**src/rtl/access_code_rx_pkg.sv**
```systemverilog
// Shared baseband constants for the access-code receive correlator.
package access_code_rx_pkg;

  typedef enum logic [1:0] {
    IDLE    = 2'd0,
    SEARCH  = 2'd1,
    TRAILER = 2'd2,
    DONE    = 2'd3
  } acrx_state_t;

  localparam int         SYNC_LEN     = 64;
  localparam logic [6:0] DEF_CORR_THR = 7'd7;

endpackage

```
**src/rtl/access_code_rx_if.sv**
```systemverilog
// Bit-stream / sync-event bundle between slot timing, demod and the correlator.
interface access_code_rx_if;
  import access_code_rx_pkg::*;

  logic                p_1us;
  logic                rxbit;
  logic                search_en;
  logic                id_mode;
  logic [SYNC_LEN-1:0] syncword;
  logic [6:0]          regi_corr_thr;
  logic                sync_found_p;
  logic                rx_trailer_st_p;
  logic                id_rcvd_p;
  logic                sync_miss_p;
  logic [6:0]          corr_errs;
  logic                rx_busy;

  modport master (
    output p_1us, rxbit, search_en, id_mode, syncword, regi_corr_thr,
    input  sync_found_p, rx_trailer_st_p, id_rcvd_p, sync_miss_p, corr_errs, rx_busy
  );

  modport slave (
    input  p_1us, rxbit, search_en, id_mode, syncword, regi_corr_thr,
    output sync_found_p, rx_trailer_st_p, id_rcvd_p, sync_miss_p, corr_errs, rx_busy
  );

endinterface

```
**src/rtl/access_code_rx_popcount64.sv**
```systemverilog
// Combinational 64-bit population count as a balanced adder tree.
module popcount64 (
  input  logic [63:0] din,
  output logic [6:0]  cnt
);

  logic [31:0][1:0] l1;
  logic [15:0][2:0] l2;
  logic [7:0][3:0]  l3;
  logic [3:0][4:0]  l4;
  logic [1:0][5:0]  l5;

  for (genvar g = 0; g < 32; g++) begin : g_l1
    assign l1[g] = {1'b0, din[2*g]} + {1'b0, din[2*g+1]};
  end
  for (genvar g = 0; g < 16; g++) begin : g_l2
    assign l2[g] = {1'b0, l1[2*g]} + {1'b0, l1[2*g+1]};
  end
  for (genvar g = 0; g < 8; g++) begin : g_l3
    assign l3[g] = {1'b0, l2[2*g]} + {1'b0, l2[2*g+1]};
  end
  for (genvar g = 0; g < 4; g++) begin : g_l4
    assign l4[g] = {1'b0, l3[2*g]} + {1'b0, l3[2*g+1]};
  end
  for (genvar g = 0; g < 2; g++) begin : g_l5
    assign l5[g] = {1'b0, l4[2*g]} + {1'b0, l4[2*g+1]};
  end

  assign cnt = {1'b0, l5[0]} + {1'b0, l5[1]};

endmodule

```
**src/rtl/access_code_rx.sv**
```systemverilog
// Access-code correlator: sliding 64-bit window vs sync word, Hamming threshold,
// then trailer-start or ID-received strobe on the 1 us bit grid.
module access_code_rx
  import access_code_rx_pkg::*;
#(
  parameter int TRL_DLY  = 2,
  parameter int FILL_MIN = 64
) (
  input  logic            clk_6M,
  input  logic            rstz,
  access_code_rx_if.slave bus
);

  acrx_state_t         state, state_nxt;
  logic [SYNC_LEN-1:0] sreg, sreg_shf;
  logic [6:0]          fill, fill_inc, errs, corr_errs_q;
  logic [2:0]          tcnt;
  logic                hit;

  // Correlation is judged on the window as it will look after this strobe's shift.
  assign sreg_shf = {sreg[SYNC_LEN-2:0], bus.rxbit};

  popcount64 u_popcnt (
    .din (sreg_shf ^ bus.syncword),
    .cnt (errs)
  );

  assign fill_inc = (fill >= 7'(FILL_MIN)) ? fill : fill + 7'd1;
  assign hit      = bus.p_1us && (state == SEARCH) &&
                    (fill_inc >= 7'(FILL_MIN)) && (errs <= bus.regi_corr_thr);

  always_ff @(posedge clk_6M or negedge rstz) begin
    if (!rstz) state <= IDLE;
    else       state <= state_nxt;
  end

  always_comb begin
    state_nxt = state;
    case (state)
      IDLE:    if (bus.search_en) state_nxt = SEARCH;
      SEARCH:  if (hit)                 state_nxt = bus.id_mode ? DONE : TRAILER;
               else if (!bus.search_en) state_nxt = IDLE;
      // Packet is committed once sync is seen; search_en no longer matters here.
      TRAILER: if (bus.p_1us && tcnt == 3'd0) state_nxt = DONE;
      DONE:    if (!bus.search_en) state_nxt = IDLE;
      default: state_nxt = IDLE;
    endcase
  end

  always_comb begin
    bus.sync_found_p    = 1'b0;
    bus.id_rcvd_p       = 1'b0;
    bus.sync_miss_p     = 1'b0;
    bus.rx_trailer_st_p = 1'b0;
    case (state)
      SEARCH: begin
        bus.sync_found_p = hit;
        bus.id_rcvd_p    = hit && bus.id_mode;
        bus.sync_miss_p  = !hit && !bus.search_en;
      end
      TRAILER: bus.rx_trailer_st_p = bus.p_1us && (tcnt == 3'd0);
      default: ;
    endcase
  end

  assign bus.rx_busy   = (state != IDLE);
  assign bus.corr_errs = corr_errs_q;

  always_ff @(posedge clk_6M or negedge rstz) begin
    if (!rstz) begin
      sreg        <= '0;
      fill        <= '0;
      tcnt        <= '0;
      corr_errs_q <= '0;
    end else begin
      if (bus.p_1us && state != IDLE) sreg <= sreg_shf;
      if (state == IDLE)                     fill <= '0;
      else if (state == SEARCH && bus.p_1us) fill <= fill_inc;
      if (hit) begin
        corr_errs_q <= errs;
        tcnt        <= 3'(TRL_DLY - 1);
      end else if (state == TRAILER && bus.p_1us && tcnt != 3'd0) begin
        tcnt <= tcnt - 3'd1;
      end
    end
  end

endmodule
```
**src/flat_wrapper.sv**
```systemverilog
// flat-port wrapper written by rule: the top's interface ports become plain ports
module access_code_rx_flat import access_code_rx_pkg::*;
#(
  parameter int TRL_DLY  = 2,
  parameter int FILL_MIN = 64
)
  (clk_6M, rstz, bus_p_1us, bus_rxbit, bus_search_en, bus_id_mode, bus_syncword, bus_regi_corr_thr, bus_sync_found_p, bus_rx_trailer_st_p, bus_id_rcvd_p, bus_sync_miss_p, bus_corr_errs, bus_rx_busy);
  access_code_rx_if bus_i ();
  input  logic clk_6M;
  input  logic rstz;
  input wire logic [$bits(bus_i.p_1us)-1:0] bus_p_1us;
  input wire logic [$bits(bus_i.rxbit)-1:0] bus_rxbit;
  input wire logic [$bits(bus_i.search_en)-1:0] bus_search_en;
  input wire logic [$bits(bus_i.id_mode)-1:0] bus_id_mode;
  input wire logic [$bits(bus_i.syncword)-1:0] bus_syncword;
  input wire logic [$bits(bus_i.regi_corr_thr)-1:0] bus_regi_corr_thr;
  output wire logic [$bits(bus_i.sync_found_p)-1:0] bus_sync_found_p;
  output wire logic [$bits(bus_i.rx_trailer_st_p)-1:0] bus_rx_trailer_st_p;
  output wire logic [$bits(bus_i.id_rcvd_p)-1:0] bus_id_rcvd_p;
  output wire logic [$bits(bus_i.sync_miss_p)-1:0] bus_sync_miss_p;
  output wire logic [$bits(bus_i.corr_errs)-1:0] bus_corr_errs;
  output wire logic [$bits(bus_i.rx_busy)-1:0] bus_rx_busy;
  assign bus_i.p_1us = bus_p_1us;
  assign bus_i.rxbit = bus_rxbit;
  assign bus_i.search_en = bus_search_en;
  assign bus_i.id_mode = bus_id_mode;
  assign bus_i.syncword = bus_syncword;
  assign bus_i.regi_corr_thr = bus_regi_corr_thr;
  assign bus_sync_found_p = bus_i.sync_found_p;
  assign bus_rx_trailer_st_p = bus_i.rx_trailer_st_p;
  assign bus_id_rcvd_p = bus_i.id_rcvd_p;
  assign bus_sync_miss_p = bus_i.sync_miss_p;
  assign bus_corr_errs = bus_i.corr_errs;
  assign bus_rx_busy = bus_i.rx_busy;
  access_code_rx #(.TRL_DLY(TRL_DLY), .FILL_MIN(FILL_MIN)) u_core (.clk_6M(clk_6M), .rstz(rstz), .bus(bus_i));
endmodule
```
**config.mk**
```make
export PLATFORM = sky130hd
export DESIGN_NAME = access_code_rx_flat
export DESIGN_NICKNAME = d
export VERILOG_FILES = /design/src/rtl/access_code_rx_pkg.sv /design/src/rtl/access_code_rx_if.sv /design/src/rtl/access_code_rx_popcount64.sv /design/src/rtl/access_code_rx.sv /design/src/flat_wrapper.sv
export SDC_FILE = /design/constraint.sdc
export NUM_CORES = 1
export LEC_CHECK = 0
export BUFFER_PORTS_ARGS = -buffer_cell sky130_fd_sc_hd__clkbuf_2
export CELL_PAD_IN_SITES_DETAIL_PLACEMENT = 0
export CELL_PAD_IN_SITES_GLOBAL_PLACEMENT = 1
export CORE_MARGIN = 1
export CORE_UTILIZATION = 45
export CTS_CLUSTER_SIZE = 28
export DETAILED_ROUTE_END_ITERATION = 8
export GPL_TIMING_DRIVEN = 1
export PLACE_DENSITY = 0.75
export SKIP_CTS_REPAIR_TIMING = 1
export SYNTH_ARGS = -nofsm -noshare
export SYNTH_HDL_FRONTEND = slang
export SYNTH_HIERARCHICAL = 1
export SYNTH_SLANG_ARGS = --single-unit
```
**constraint.sdc**
```tcl
create_clock -name clk_6M -period 22.8 [get_ports clk_6M]
set_clock_uncertainty 0.2 [all_clocks]
set_input_delay 0 -clock clk_6M [delete_from_list [all_inputs] [get_ports clk_6M]]
set_output_delay 0 -clock clk_6M [all_outputs]
set_load 0.05 [all_outputs]
```
Word-level counts from Yosys, hierarchy flattened
Cells that the tools add are included.
{"block": "totals", "elab_cells": 112, "out_inout_bits": 12, "in_bits": 77, "regBits": 82}
{"block": "op_classes", "n_lt_le_gt_ge": 3, "muxes": 15, "bitwise": 1, "eq_ne": 5, "addsub": 65, "n_reduce_logical": 18}
{"cell": "$add A1 B1 Y2", "count": 32}
{"cell": "$xor A64 B64 Y64", "count": 1}
{"cell": "$add A2 B2 Y3", "count": 16}
{"cell": "$add A3 B3 Y4", "count": 8}
{"cell": "$mux W7", "count": 3}
{"cell": "$add A4 B4 Y5", "count": 4}
{"cell": "$ge A7 B7 Y1 const B", "count": 2}
{"cell": "$add A5 B5 Y6", "count": 2}
{"cell": "$logic_and A1 B1 Y1", "count": 9}
{"cell": "$mux W2", "count": 4}
{"cell": "$pmux W2 S4", "count": 1}
{"cell": "$add A6 B6 Y7", "count": 1}
{"cell": "$add A7 B1 Y7 const B", "count": 1}
{"cell": "$le A7 B7 Y1", "count": 1}
{"cell": "$mux W3", "count": 2}
{"cell": "$reduce_bool A2 Y1", "count": 3}
{"cell": "$mux W1", "count": 5}
{"cell": "$eq A2 B2 Y1 const B", "count": 2}
{"cell": "$logic_not A3 Y1", "count": 1}
{"cell": "$reduce_bool A3 Y1", "count": 1}
{"cell": "$sub A3 B1 Y3 const B", "count": 1}
{"cell": "$eq A2 B1 Y1 const B", "count": 1}
{"cell": "$logic_not A1 Y1", "count": 2}
{"cell": "$logic_not A2 Y1", "count": 1}
{"cell": "other kinds (3)", "count": 3}

Logic depth before layout (Yosys ltp)
Gate-level depths: netlist of the first run.
{"block": "depth", "word_depth": 12, "mapped_depth": 29, "ltp_nobuf": 28}

By module
Netlist of the first run, hierarchy kept.
{"module": "access_code_rx", "cells_per_inst": 304, "seq_area_each_um2": 2052.0, "n_inst": 1, "area_per_inst_um2": 4027.6}
{"module": "popcount64", "cells_per_inst": 172, "seq_area_each_um2": 0.0, "n_inst": 1, "area_per_inst_um2": 1729.2}

Worst setup path after synthesis of the first run
OpenSTA, ideal clock, no wires.
{"block": "synth_timing", "path_kind": "register -> output", "from": "register u_core.sreg[16]", "to": "output port bus_sync_miss_p", "t_arrival_ns": 8.168, "required_time_ns": 22.600, "stages_incl_launch_ff": 26, "n_path_buf": 1, "path_slack_ns": 14.432, "cell_sequence": "dfrtp_1 xor2_1 fa_1 inv_1 fa_1 inv_1 fa_1 fa_1 inv_1 fa_1 fa_1 fa_1 fa_1 inv_1 ha_1 a211oi_1 nor4b_1 a2111oi_1 ha_1 nand4_1 nor2_1 o21bai_2 nand2_4 inv_4 buf_12 nor4_1"}
{"block": "synth_between", "elab_chain_cells": 12}
{"item": "start, declared", "line_no": "access_code_rx.sv:15", "text": "logic [SYNC_LEN-1:0] sreg, sreg_shf;"}
{"item": "start signal, assigned", "line_no": "access_code_rx.sv:76", "text": "if (bus.p_1us && state != IDLE) sreg <= sreg_shf;"}
{"item": "$xor A64 B64 Y64", "line_no": "access_code_rx.sv:24", "text": ".din (sreg_shf ^ bus.syncword),"}
{"item": "$add A1 B1 Y2", "line_no": "access_code_rx_popcount64.sv:14", "text": "assign l1[g] = {1'b0, din[2*g]} + {1'b0, din[2*g+1]};"}
{"item": "$add A2 B2 Y3", "line_no": "access_code_rx_popcount64.sv:17", "text": "assign l2[g] = {1'b0, l1[2*g]} + {1'b0, l1[2*g+1]};"}
{"item": "$add A3 B3 Y4", "line_no": "access_code_rx_popcount64.sv:20", "text": "assign l3[g] = {1'b0, l2[2*g]} + {1'b0, l2[2*g+1]};"}
{"item": "$add A4 B4 Y5", "line_no": "access_code_rx_popcount64.sv:23", "text": "assign l4[g] = {1'b0, l3[2*g]} + {1'b0, l3[2*g+1]};"}
{"item": "$add A5 B5 Y6", "line_no": "access_code_rx_popcount64.sv:26", "text": "assign l5[g] = {1'b0, l4[2*g]} + {1'b0, l4[2*g+1]};"}
{"item": "$add A6 B6 Y7", "line_no": "access_code_rx_popcount64.sv:29", "text": "assign cnt = {1'b0, l5[0]} + {1'b0, l5[1]};"}
{"item": "via u_core.errs[5]", "line_no": "access_code_rx.sv:16", "text": "logic [6:0] fill, fill_inc, errs, corr_errs_q;"}
{"item": "$le A7 B7 Y1", "line_no": "access_code_rx.sv:30", "text": "(fill_inc >= 7'(FILL_MIN)) && (errs <= bus.regi_corr_thr);"}
{"item": "$logic_and A1 B1 Y1", "line_no": "access_code_rx.sv:30"}
{"item": "$logic_not A1 Y1", "line_no": "access_code_rx.sv:59", "text": "bus.sync_miss_p = !hit && !bus.search_en;"}
{"item": "$logic_and A1 B1 Y1", "line_no": "access_code_rx.sv:59"}
{"item": "$mux W1", "line_no": "access_code_rx.sv:55", "text": "case (state)"}
{"item": "end, declared", "line_no": "flat_wrapper.sv:20", "text": "output wire logic [$bits(bus_i.sync_miss_p)-1:0] bus_sync_miss_p;"}
The timed path passes the listed nets, and every way through them passes these cells.

Final worst setup path of the first run
Ends and elaborated chain as after synthesis.

==> impl_metrics.ini, run 1 <==
[die]
fp.dieW_um = 115
coreArea_mm2 = 0.0123
dieArea_mm2 = 0.0132
die_h_um = 115
rows = 40
io_pins = 89
initial_core_util_pct = 46.9

[cts]
cts.sink_count = 82
insertion_delay_ps = 350
clk_path_buf_depth = 2
path_clk_slew_ps = 60
cts_root_buf = clkbuf_16
htree_levels = 3
tritoncts = done
cts_made_buffers = 9

[setup_path]
crit_required_ps = 22600
cp.arrival_ps = 8010
slowest_delay_ps = 550
critPathSlowestCell = fa_1
startpoint_type = flop
critPathMostFrequentCell = fa_1
cp-end-kind = output port
critPathKind = flop to output port
r2r_cells = 25
cp_max_fo = 11

[synthesis]
async_flop_share_pct = 100
synth_area_leader_cell = dfrtp_1
synth_edf_count = 0
synth_area_mm2 = 0.00576
yosys-top-cells-area = dfrtp_1 (36%), fa_1 (19%), mux2_2 (12%), xor2_1 (10%), inv_1 (6.4%)
synth-seq-cells = 82
synth_top_area_share_pct = 35.6
yosys_warnings = 6
synth_area_per_cell_um2 = 12.1
ys_types = 43
synth_nets = 633
synth_top_cells_by_count = inv_1 (98), dfrtp_1 (82), xor2_1 (67)
synthFlopType = dfrtp_1
synth.most_common_cell = inv_1
postSynthCellCount = 476
synth_seq_area_share_pct = 35.6

[global_routing]
antenna_found_initial = 0
track_usage_pct = 18.9
grt_overflow = 0
grt_max_degree = 83
grt_pass1_wl_mm = 18.5
grt_pass1_vias = 3780

[layout]
diodes = 0
areaGrowthSynthToFinish_pct = 16.6
drive_gt1_share_pct = 31.7
nNetsFinal = 730

[route]
drc = 0
drt_iter0_markers = 120
detail_route.wl_per_cell_um = 14.6
via_count = 3494
drtPass1Iterations = 4
via_per_inst = 4.69
ant_nets = 0
drt_wl_total_mm = 10.9

[sta]
min_period_over_period_pct = 36.0
fin_crit_ps = 8210
rsz0062_at_grt = no
fin_setup_tns_ps = 0
finalHoldViolCount = 0
setup_viol = 0
worst_slack_ps = 14590
maxSlewHeadroom_pct = 28.5
worst_slew_pin_slew_ps = 1070
max_freq_mhz = 122
final_max_slew_viol_count = 0

[flow_run]
drv_cap = 0

[placement]
place_hpwl_mm = 8.55
post-place-ws_ps = 14870
portBuffers = 88
gp_congestion = 0.773

[worst_hold_path]
hold_path_class = input pin to flop
whs_path_depth = 4

[status]
status = finished clean
-- metrics by stage --
stage                     std cells  hold slack, ps  util [%]  cell area, um2
after floorplan                 476            -496         -            5760
after global placement          725            58.5      51.7            6340
after detailed placement        725            74.1      51.7            6340
after CTS                       740            -302      54.3            6660
after global routing            745            86.0      54.7            6710
final                           745            75.3      54.7            6710
-- flip-flops by register name (all words and copies together) (netlist names) --
signal and flops:
u_core/sreg 63, u_core/bus.corr_errs 7, u_core/fill 7, u_core/state 2, u_core/tcnt 3
-- path summary, 6_finish.rpt --
| kind | startpoint | end | slack, ps |
|---|---|---|---|
| min in group asynchronous | rstz | u_core/sreg[56]$_DFFE_PN0P_ | 160 |
| hold reg to reg | u_core/fill[5]$_DFFE_PN0P_ | u_core/fill[5]$_DFFE_PN0P_ | 290 |
| hold / removal | bus_syncword[2] | u_core/bus.corr_errs[0]$_DFFE_PN0P_ | 80 |
| setup reg to reg | u_core/sreg[16]$_DFFE_PN0P_ | u_core/state[0]$_DFFE_PN0P_ | 14610 |
| setup / recovery | u_core/sreg[16]$_DFFE_PN0P_ | bus_sync_miss_p | 14590 |
| max in group asynchronous | rstz | u_core/sreg[52]$_DFFE_PN0P_ | 21510 |
-- cell type report --
cell class              count  area (um2)
clock inverters             5        78.8
repair buffers             93         493
inverters                 100         378
multi-input cells         287        3260
well taps                 168         210
clock buffers              10         239
fillers                  1091        5550
flip-flops and latches     82        2050
-- layer usage --
metal  wire length, um  global-route usage, %  vias to the layer above
li1                  -                      -                     1693
met1              5340                   26.9                     1734
met2              5010                   28.4                       54
met3               372                   4.06                       13
met4               181                   7.27                        0
met5                 0                      0                        -
-- layout by cell type (no fill, tap or decap), drive strengths merged, types with 2 or more instances in the layout --
master,count
inv,100
clkbuf,97
dfrtp,82
mux2,70
xor2,67
fa,54
ha,26
nand2,11
nor2,10
a21oi,8
dlygate4sd3,5
nand3b,4
o21ai,4
nand4,3
mux2i,3
a211oi,3
xnor2,3
clkinv,3
a21o,3
bufinv,2
o31ai,2
and3,2
o21bai,2
-- cells by family after synthesis --
group	share of synthesized area, %
DFF	35.6
buffers and inverters	7.69
muxes	14.5
AOI/OAI and AO/OA	3.72
adders and majority gates	24.4
and+or+nand+nor	3.33
xor gates and xnor gates	10.6
-- worst max-delay path: cells and delay by family (launching register included) --
| family | cells | cell delay, ps |
|---|---|---|
| xor gates and xnor gates | 1 | 170 |
| buffers and inverters | 6 | 640 |
| DFF | 1 | 400 |
| adders and majority gates | 10 | 4760 |
| AOI/OAI and AO/OA | 3 | 1070 |
| and+or+nand+nor | 5 | 630 |
Power of run 1 is not shown: default switching activity piles up to over one toggle a cycle in this logic, so the estimate is an artifact.
==> inputs of run 2 (changes only) <==
==> constraint.sdc (replaced) <==
create_clock -name clk_6M -period 8.1 [get_ports clk_6M]
set_clock_uncertainty 0.2 [all_clocks]
set_input_delay 0 -clock clk_6M [delete_from_list [all_inputs] [get_ports clk_6M]]
set_output_delay 0 -clock clk_6M [all_outputs]
set_load 0.05 [all_outputs]
==> impl_metrics.ini, run 2 (synthesis gave the netlist of run 1 again) <==
[die]
rows = 40
io_pins = 89
dieArea_mm2 = 0.0132
coreArea_mm2 = 0.0123
initial_core_util_pct = 46.9
die_h_um = 115
fp.dieW_um = 115

[layout]
nNetsFinal = 731
largest_register_ffs = 63
final_cell_mix = inv_1 (98), clkbuf_2 (85), dfrtp_1 (82), xor2_1 (67), mux2_2 (61)
areaGrowthSynthToFinish_pct = 17.3
diodes = 0
seq_area_mm2 = 0.00205
final_cell_area_mm2 = 0.00675
fin_util_pct = 55.1
top_register = u_core/sreg
stdcell_count = 747
nFillCells = 1106
multi_input_area_mm2 = 0.00330
drive_gt1_share_pct = 33.2
layout_commonest_cell = inv_1

[route]
via_count = 3490
drt_wl_total_mm = 10.3
drc = 0
drt_iter0_markers = 119
via_per_inst = 4.67
detail_route.wl_per_cell_um = 13.8
ant_nets = 0
drtPass1Iterations = 4

[worst_hold_path]
hold_path.startpoint = bus_p_1us
hold_path_class = input pin to flop
whs_path_depth = 4
holdPathEnd = u_core/fill[0]$_DFFE_PN0P_

[setup_path]
rrSetupSlack_ps = 480
critPathKind = flop to output port
crit_required_ps = 7900
cp-end-kind = output port
startpoint_type = flop
worstReg2RegStart = u_core/sreg[16]$_DFFE_PN0P_
r2r-end = u_core/bus.corr_errs[6]$_DFFE_PN0P_
cp_max_fo = 11
cp.arrival_ps = 7560
r2r_cells = 25

[cts]
tritoncts = done
insertion_delay_ps = 340
cts_root_buf = clkbuf_16
cts.sink_count = 82
clk_path_buf_depth = 2
cts_made_buffers = 9
htree_levels = 3
path_clk_slew_ps = 60

[placement]
gp_congestion = 0.789
post-place-cells = 725
place_hpwl_mm = 8.24
portBuffers = 88
place_area_mm2 = 0.00635

[sta]
worst_slew_pin_slew_ps = 1050
final_max_slew_viol_count = 0
setup_viol = 0
finalHoldViolCount = 4
max_freq_mhz = 129
hold_ws_ps = -30.0
fin_crit_ps = 7760
rsz0062_at_grt = yes
maxSlewHeadroom_pct = 29.8
min_period_over_period_pct = 95.8

[global_routing]
grt_most_used_layer = met2
grt_pass1_wl_mm = 17.7
antenna_found_initial = 0
track_usage_pct = 17.7
grtUsageMet1_pct = 25.1
gr-usage-met3_pct = 3.00
grtUsageMet2_pct = 26.9
grt_max_degree = 83
grt_overflow = 0
grt_pass1_vias = 3714

[flow_run]
drv_cap = 0

[status]
status = complete, but fails checks
failed_checks = hold timing
## run 2: changes by cell type in the layout (fill, tap and decap cells not counted), moves of 2 or more
cell and change:
a211oi_2 +2, buf_4 +3, a211oi_1 -2, clkinvlp_4 +2, clkbuf_2 -2
## run 2: metrics by stage
stage | TNS, ps | hold WS (ps) | setup slack (ps)
floorplan | 0 | -496 | 330
global placement | 0 | 46.4 | 269
detailed placement | 0 | 53.8 | 244
CTS | -44.2 | -309 | -44.2
global route | -33.0 | 4.36 | -20.1
finish | 0 | -30.0 | 337
## run 2: worst max path at each step
stage                                 from                                  end  cells after the start
3_3_place_gp   u_core/sreg[16]$_DFFE_PN0P_  u_core/bus.corr_errs[6]$_DFFE_PN0P_                     24
4_1_cts        u_core/sreg[16]$_DFFE_PN0P_                      bus_sync_miss_p                     25
5_1_grt        u_core/sreg[52]$_DFFE_PN0P_                      bus_sync_miss_p                     28
3_5_place_dp   u_core/sreg[16]$_DFFE_PN0P_  u_core/bus.corr_errs[6]$_DFFE_PN0P_                     24
6_report       u_core/sreg[16]$_DFFE_PN0P_                     bus_sync_found_p                     25
2_1_floorplan  u_core/sreg[16]$_DFFE_PN0P_                      bus_sync_miss_p                     25
## run 2: cell type report
class	instances	share of cell area (%)
Tap cell	168	3.11
Sequential cell	82	30.4
Multi-Input combinational cell	287	48.9
Clock inverter	4	0.741
Timing Repair Buffer	94	7.45
Inverter	100	5.60
Clock buffer	12	3.80
## run 2: metal layers
layer / part of all wire, % / vias up
li1: - / 1697
met1: 49 / 1727
met2: 46 / 54
met3: 3.1 / 12
met4: 1.9 / 0
met5: 0 / -
## run 2: worst max-delay path: stages, from the launching register on
cell and delay, ps:
dfrtp_1 400, xor2_1 170, fa_1 550, inv_1 60, fa_1 540, inv_1 50, fa_1 470, inv_1 50
fa_1 460, fa_1 510, fa_1 530, fa_1 430, fa_1 500, inv_1 40, ha_1 220, fa_2 380
a211o_2 350, a21oi_1 120, o21bai_1 90, ha_1 320, a21oi_1 130, o21ai_0 110, o21bai_2 230, nand2_4 100
inv_4 160, clkbuf_4 260
Power of run 2 is left out for the same reason.
==> inputs of run 3 (changes only) <==
--- a/config.mk
+++ b/config.mk
@@ -13,6 +13,7 @@
 export CTS_CLUSTER_SIZE = 28
 export DETAILED_ROUTE_END_ITERATION = 8
 export GPL_TIMING_DRIVEN = 1
+export MAX_ROUTING_LAYER = met4
 export PLACE_DENSITY = 0.75
 export SKIP_CTS_REPAIR_TIMING = 1
 export SYNTH_ARGS = -nofsm -noshare
==> constraint.sdc (replaced) <==
create_clock -name clk_6M -period 7.3 [get_ports clk_6M]
set_clock_uncertainty 0.2 [all_clocks]
set_input_delay 0.73 -clock clk_6M [delete_from_list [all_inputs] [get_ports clk_6M]]
set_output_delay 0.73 -clock clk_6M [all_outputs]
set_load 0.05 [all_outputs]
==> impl_metrics.ini, run 3 (synthesis gave the netlist of run 1 again) <==
[status]
status = complete, but fails checks
failed_checks = setup timing

[placement]
portBuffers = 88
gp_congestion = 0.788
place_hpwl_mm = 8.68

[global_routing]
track_usage_pct = 19.2
grt_pass1_wl_mm = 18.5
grt_overflow = 0
antenna_found_initial = 0
grt_pass1_vias = 3912
grt_max_degree = 83

[setup_path]
critPathKind = input pin to output port
critPathMostFrequentCell = fa_1
cp-end-kind = output port
crit_end = bus_id_rcvd_p
r2r_cells = 29
crit_required_ps = 6370
worstReg2RegStart = u_core/sreg[52]$_DFFE_PN0P_
cp.arrival_ps = 7520
crit_start = bus_syncword[27]
r2r-end = u_core/bus.corr_errs[5]$_DFFE_PN0P_
critPathSlowestCell = fa_2
slowest_delay_ps = 550
startpoint_type = input pin
rrSetupSlack_ps = -350
cp_max_fo = 3

[die]
initial_core_util_pct = 46.9
fp.dieW_um = 115
dieArea_mm2 = 0.0132
die_h_um = 115
coreArea_mm2 = 0.0123
rows = 40
io_pins = 89

[cts]
htree_levels = 3
cts.sink_count = 82
tritoncts = done
cts_made_buffers = 9
clk_path_buf_depth = 2
insertion_delay_ps = 350
cts_root_buf = clkbuf_16
path_clk_slew_ps = 60

[layout]
top_register = u_core/sreg
nNetsFinal = 775
areaGrowthSynthToFinish_pct = 26.4
layout_commonest_cell = inv_1
fin_util_pct = 59.3
diodes = 0
largest_register_ffs = 63
drive_gt1_share_pct = 41.7
final_cell_mix = inv_1 (92), clkbuf_2 (83), dfrtp_1 (82), xor2_1 (64), mux2_2 (60)

[sta]
maxSlewHeadroom_pct = 31.8
finalHoldViolCount = 0
fin_crit_ps = 8450
setup_viol = 13
min_period_over_period_pct = 116
rsz0062_at_grt = yes
final_max_slew_viol_count = 0
worst_slew_pin_slew_ps = 1020
worst_slack_ps = -1150
max_freq_mhz = 118

[worst_hold_path]
hold_path.startpoint = u_core/fill[5]$_DFFE_PN0P_
hold_path_class = flop to flop
whs_path_depth = 1

[flow_run]
drv_cap = 0

[route]
via_count = 3650
drt_wl_total_mm = 10.9
detail_route.wl_per_cell_um = 13.8
via_per_inst = 4.61
drt_iter0_markers = 82
drtPass1Iterations = 4
ant_nets = 0
drc = 0
-- run 3: cell types whose count changed in the layout (fill, tap and decap cells not counted), sizes merged --
| cell | delta |
|---|---|
| buf | +51 |
| bufinv | +1 |
| clkbuf | -3 |
| clkinvlp | -1 |
| dlygate4sd3 | -4 |
-- run 3: worst min-delay path by stage --
stage,end
after floorplan,u_core/bus.corr_errs[0]$_DFFE_PN0P_
after global placement,u_core/fill[5]$_DFFE_PN0P_
after detailed placement,u_core/fill[5]$_DFFE_PN0P_
after CTS,u_core/fill[5]$_DFFE_PN0P_
after global routing,u_core/fill[5]$_DFFE_PN0P_
final,u_core/fill[5]$_DFFE_PN0P_
-- run 3: worst max-delay path, delay by kind of cell --
family | cells | cell delay (ps)
buffers and inverters | 7 | 590
AND/OR/NAND/NOR | 2 | 360
XOR/XNOR | 1 | 140
adder cells (fa/ha/maj) | 11 | 4860
AO/OA/AOI/OAI | 5 | 820
-- run 3: layer usage --
metal	track usage [%]	wire length [um]
met3	4.32	374
met5	-	0
met1	25.7	5140
met2	28.9	5230
met4	6.49	152
-- run 3: final cells by class --
| cell class | count | area, um2 |
|---|---|---|
| timing repair buffer | 138 | 897 |
| clock buffer | 12 | 267 |
| inverter | 100 | 378 |
| multi-input combinational | 287 | 3400 |
| clock inverter | 4 | 72.6 |
| tap | 168 | 210 |
| fill | 1030 | 4990 |
| sequential | 82 | 2050 |
-- run 3: through the flow --
step / hold WS [ps] / area [um2] / setup TNS [ps] / setup WS, ps / instances
after detailed placement: 275 / 6790 / -11680 / -1250 / 771
final: 286 / 7270 / -6270 / -1150 / 791
after floorplan: 234 / 5820 / -5780 / -1230 / 476
after global placement: 265 / 6790 / -10200 / -1160 / 771
after global routing: 316 / 7270 / -9730 / -1400 / 791
after CTS: 289 / 7130 / -7690 / -1290 / 787
Power of run 3 is left out for the same reason.
